[src/rtl/i2s_mic_tx.sv]
// INMP441-compatible I2S slave transmitter: FIFO-fed samples shifted MSB-first in the selected slot.
// Optional feature: define I2S_MIC_TX_UNDERRUN_HOLD_EN to repeat the last sample on underrun (zeros otherwise).
module i2s_mic_tx #(
   parameter int W_DATA = 24,
   parameter int DEPTH  = 4
) (
   input  logic                    clk,
   input  logic                    rst_n,
   input  logic                    sck,
   input  logic                    ws,
   input  logic                    right,
   input  logic                    in_valid,
   input  logic [W_DATA-1:0]       in_data,
   output logic                    in_ready,
   output logic                    sd,
   output logic                    sd_oe,
   output logic                    underrun,
   output logic [$clog2(DEPTH):0]  level
);

   localparam int AW = $clog2(DEPTH);
   localparam int CW = $clog2(W_DATA + 1);
   localparam logic [CW-1:0] LAST_BIT = CW'(W_DATA);
   localparam logic [AW:0]   FULL_LVL = (AW + 1)'(DEPTH);

   typedef enum logic [1:0] {IDLE, LOAD, SHIFT} state_t;

   state_t              state, state_nx;
   logic                sck_s1, sck_s2, sck_d;
   logic                ws_s1, ws_s2, ws_cur, armed;
   logic                rise_p, fall_p, slot_start, own_start;
   logic                load, push, pop;
   logic [W_DATA-1:0]   mem [DEPTH];
   logic [AW-1:0]       wr_ptr, rd_ptr;
   logic [W_DATA-1:0]   shreg, fill;
   logic [CW-1:0]       bitcnt;

   // NOTE: all clocked state uses non-blocking assignments so every flop samples pre-edge values.
   always_ff @(posedge clk or negedge rst_n) begin
      if (!rst_n) begin
         sck_s1 <= 1'b0;
         sck_s2 <= 1'b0;
         sck_d  <= 1'b0;
         ws_s1  <= 1'b0;
         ws_s2  <= 1'b0;
         ws_cur <= 1'b0;
         armed  <= 1'b0;
      end else begin
         sck_s1 <= sck;
         sck_s2 <= sck_s1;
         sck_d  <= sck_s2;
         ws_s1  <= ws;
         ws_s2  <= ws_s1;
         if (rise_p) begin
            ws_cur <= ws_s2;
            armed  <= 1'b1;
         end
      end
   end

   // The first rise only arms, so a reset-time sync edge can never fake a slot start.
   assign rise_p     = sck_s2 & ~sck_d;
   assign fall_p     = ~sck_s2 & sck_d;
   assign slot_start = rise_p & armed & (ws_s2 != ws_cur);
   assign own_start  = slot_start & (ws_s2 == right);

   always_ff @(posedge clk or negedge rst_n) begin
      if (!rst_n) state <= IDLE;
      else        state <= state_nx;
   end

   // NOTE: defaulting every combinational output first keeps the block free of inferred latches.
   always_comb begin
      state_nx = state;
      unique case (state)
         IDLE:    if (own_start) state_nx = LOAD;
         LOAD:    state_nx = SHIFT;
         SHIFT: begin
            if (slot_start)                         state_nx = own_start ? LOAD : IDLE;
            else if (fall_p && bitcnt == LAST_BIT)  state_nx = IDLE;
         end
         default: state_nx = IDLE;
      endcase
   end

   always_comb begin
      load     = (state == LOAD);
      pop      = load && (level != '0);
      underrun = load && (level == '0);
   end

   assign in_ready = (level != FULL_LVL);
   assign push     = in_valid & in_ready;

   // NOTE: the sample array carries no reset; pointers and level alone define what is valid.
   always_ff @(posedge clk) begin
      if (push) mem[wr_ptr] <= in_data;
   end

   always_ff @(posedge clk or negedge rst_n) begin
      if (!rst_n) begin
         wr_ptr <= '0;
         rd_ptr <= '0;
         level  <= '0;
      end else begin
         if (push) wr_ptr <= wr_ptr + 1'b1;
         if (pop)  rd_ptr <= rd_ptr + 1'b1;
         case ({push, pop})
            2'b10:   level <= level + 1'b1;
            2'b01:   level <= level - 1'b1;
            default: level <= level;
         endcase
      end
   end

`ifdef I2S_MIC_TX_UNDERRUN_HOLD_EN
   logic [W_DATA-1:0] last_sample;

   always_ff @(posedge clk or negedge rst_n) begin
      if (!rst_n)   last_sample <= '0;
      else if (pop) last_sample <= mem[rd_ptr];
   end

   assign fill = last_sample;
`else
   assign fill = '0;
`endif

   // sd changes only on fall_p so it is stable for the master's next sck rise.
   always_ff @(posedge clk or negedge rst_n) begin
      if (!rst_n) begin
         shreg  <= '0;
         bitcnt <= '0;
         sd     <= 1'b0;
         sd_oe  <= 1'b0;
      end else if (load) begin
         shreg  <= pop ? mem[rd_ptr] : fill;
         bitcnt <= '0;
      end else if (state == SHIFT && slot_start) begin
         sd    <= 1'b0;
         sd_oe <= 1'b0;
      end else if (state == SHIFT && fall_p) begin
         if (bitcnt == LAST_BIT) begin
            sd    <= 1'b0;
            sd_oe <= 1'b0;
         end else begin
            sd     <= shreg[W_DATA-1];
            sd_oe  <= 1'b1;
            shreg  <= {shreg[W_DATA-2:0], 1'b0};
            bitcnt <= bitcnt + 1'b1;
         end
      end
   end

endmodule

[config.mk]
export PLATFORM = sky130hd
export DESIGN_NAME = i2s_mic_tx
export DESIGN_NICKNAME = d
export VERILOG_FILES = /design/src/rtl/i2s_mic_tx.sv
export SDC_FILE = /design/constraint.sdc
export NUM_CORES = 1
export LEC_CHECK = 0
export BUFFER_PORTS_ARGS = -buffer_cell sky130_fd_sc_hd__clkbuf_2
export CORE_MARGIN = 2
export CORE_UTILIZATION = 54
export DETAILED_ROUTE_END_ITERATION = 7
export GPL_TIMING_DRIVEN = 1
export PLACE_DENSITY = 0.75
export SYNTH_ARGS = -nofsm -noshare
export SYNTH_HDL_FRONTEND = slang
export SYNTH_SLANG_ARGS = --single-unit
[constraint.sdc]
create_clock -name clk -period 2.3 [get_ports clk]
set_clock_uncertainty 0.15 [all_clocks]
set_input_delay 0.23 -clock clk [delete_from_list [all_inputs] [get_ports clk]]
set_output_delay 0.23 -clock clk [all_outputs]
set_load 0.02 [all_outputs]
==> results_dict.tcl <==
set metrics [dict create \
    cp.required_ns 1.92 \
    status "completed" \
    grt_antenna_before_repair 0 \
    cp_common_cell "buf_4" \
    ios 37 \
    synth_fp_nets 387 \
    initial_core_util_pct 56.0 \
    synthCells 349 \
    setup_viol 0 \
    hold_slack_ns 0.197 \
    worstHoldPathType "primary input to async pin" \
    grt_pass1_wl_mm 19.1 \
    synth_cell_types 43 \
    powerDensity_nw_per_um2 1230 \
    p_leak_nw 2.72 \
    r2r_start "level[1]" \
    synth_xor_xnor_area_share_pct 1.20 \
    drtAntennaViolNets 0 \
    worstPathCellList "buf_4 > or3_4 > buf_12 > nor2_1 > buf_4" \
    drive_above_1_share_pct 28.0 \
    grt_usage_pct 22.3 \
    worst_pin_slew_ns 0.590 \
    tritoncts "yes" \
    die_y_um 108 \
    synthAdderAreaFrac_pct 1.84 \
    synthFlopType "edfxtp_1" \
    syn_area_um2 5840 \
    rr_endpoint "level[2]" \
    final_cell_mix "edfxtp_1, dfrtp_1, clkbuf_2" \
    fill_cells 656 \
    synth_top_family_by_area "multiplexers" \
    finalInstanceArea_um2 7200 \
    crit_family "simple AND/OR/NAND/NOR gates" \
    die_w_um 108 \
    drv_slew 0 \
    async_flop_share_pct 32.9 \
    area_delta_synth_final_pct 23.3 \
    placed_cell_area_um2 6180 \
    synthSimpleGateAreaFrac_pct 7.65 \
    cts.clk_slew.worst_paths_ns 0.06 \
    nNetsFinal 471 \
    arrival_ns 1.87 \
    wl_per_cell_um 19.9 \
    timing.final.crit_share_pct 97.8 \
    yosysWarnings 0 \
    yosysSeqAreaShare_pct 69.6 \
    antenna_cells 0 \
    synth_seq_cells 143 \
    portBuffers 36 \
    clk_latency_ns 0.52 \
    register_area_um2 4060 \
    irDropWorstVdd_mv 0.758 \
    final-hold-violation-count 0 \
    clockRootBuffer "clkbuf_8" \
    max_stage_delay_ns 0.41 \
    fin_crit_ns 2.25 \
    r2r.worst_path.cells 9 \
    cp-end-kind "output pin" \
    max-clock-path-buffers 2 \
    numCtsBuffers 17 \
    via_per_inst 5.90 \
    rrSetupSlack_ns 0.09 \
    synthMuxAreaShare_pct 10.7 \
    vias 3432 \
    wl_mm 11.6 \
    core-area_um2 10400 \
    die_area_um2 11700 \
    gp_congestion 0.761 \
    worstSetupPathType "flip-flop to output pin" \
    worstPathMaxFanout 4 \
    h-tree-depth 4 \
    crit_slowest_cell "or3_4" \
    dp_hpwl_mm 6.57 \
    numClockSinks 143 \
    drtPass1Iterations 4 \
    fmax_mhz 445 \
    drc_errors 0 \
    start_kind "flip-flop" \
    total_power_mw 8.85 \
    crit_buf_inv 3 \
    drt-initial-drc-count 452 \
    max_slew_margin_pct 60.7 \
    synth-edff-count 96 \
    fp-row-count 37 \
    overflow 0 \
    drv_cap 0 \
    grt_pass1_vias 3727 \
    synth.avg_cell_area_um2 16.7 \
    finalNonFillerCells 582 \
    synth-compound-area-share_pct 5.83 \
    final_common_cell "edfxtp_1" \
    grt_max_degree 48 \
    placedCellCount 515 \
    multiInputGateArea_um2 1610 \
]
==> flip-flops by register name, summed over array words and instances (netlist names), 2 cells and up <==
register / flops
mem: 96
rd_ptr: 2
level: 3
wr_ptr: 2
bitcnt: 5
shreg: 24
state: 2
==> power by group <==
| group | switching [mW] | leakage, nW | internal [mW] |
|---|---|---|---|
| Sequential | 0.255 | 1.46 | 3.46 |
| Clock | 1.08 | 0.294 | 1.78 |
| Combinational | 1.19 | 0.965 | 1.09 |
==> routing by layer <==
layer | track usage (%) | part of all wire, %
met1 | 29.4 | 41
met2 | 36.3 | 52
met3 | 4.64 | 4.7
met4 | 9.71 | 2.4
met5 | 0 | 0
==> area by class of cell <==
| class | count | share of cell area [%] |
|---|---|---|
| clock buffer | 17 | 5.75 |
| clock inverter | 15 | 2.89 |
| inverter | 8 | 0.417 |
| multi-input combinational | 172 | 22.4 |
| sequential | 143 | 56.4 |
| tap | 136 | 2.36 |
| timing repair buffer | 91 | 9.80 |
==> repair_timing <==
action,4_1_cts,5_1_grt
pin swaps,1,4
gates cloned,1,0
hold endpoints to repair,148,0
resized for setup,5,3
setup endpoints to repair,1,2
buffers inserted,0,5
hold buffers,29,0
==> how the worst max path moves through the flow <==
stage	slack, ns	cells after the start	endpoint	start
after floorplan	0.005	9	level[2]	level[0]
after global placement	0.11	9	level[2]	level[0]
after detailed placement	0.03	9	level[2]	level[1]
after CTS	0.007	9	level[2]	level[1]
after global routing	-0.03	9	level[2]	level[1]
final	0.05	5	underrun	level[0]
==> metrics by stage <==
stage	TNS (ns)	utilization (%)	setup slack, ns
5_1_grt	-0.0315	69.1	-0.0279
6_report	0	69.1	0.0516
2_1_floorplan	0	-	0.00467
4_1_cts	0	68.6	0.00718
3_5_place_dp	0	59.4	0.0329
3_3_place_gp	0	59.4	0.107
==> synthesized netlist by cell type (all sizes together) (5+ instances only) <==
| library cell | n | area (µm²) |
|---|---|---|
| nand4 | 13 | 81.3 |
| ha | 7 | 87.6 |
| inv | 8 | 30.0 |
| o311ai | 12 | 105 |
| xor2 | 5 | 43.8 |
| dfrtp | 47 | 1180 |
| mux4 | 24 | 556 |
| nand2 | 17 | 63.8 |
| o211ai | 23 | 173 |
| nand3 | 27 | 135 |
| edfxtp | 96 | 2880 |
| buf | 22 | 145 |
| and3 | 5 | 31.3 |
==> worst register-to-register path: cells and delay by family (launching register included) <==
kind | cells | cell delay, ns
buffers and inverters | 2 | 0.11
XOR/XNOR | 2 | 0.29
AND/OR/NAND/NOR | 3 | 0.71
adder cells (fa/ha/maj) | 2 | 0.46
flip-flops | 1 | 0.40
==> cell families (layout without fill, tap and decap cells) <==
logic type,Yosys count,after routing
compound gates,45,45
xor+xnor,8,8
fa+ha+maj,8,8
buf+inv,34,131
flops,143,143
mux,30,30
simple gates,81,81
Power figures use the tool's default switching activity.
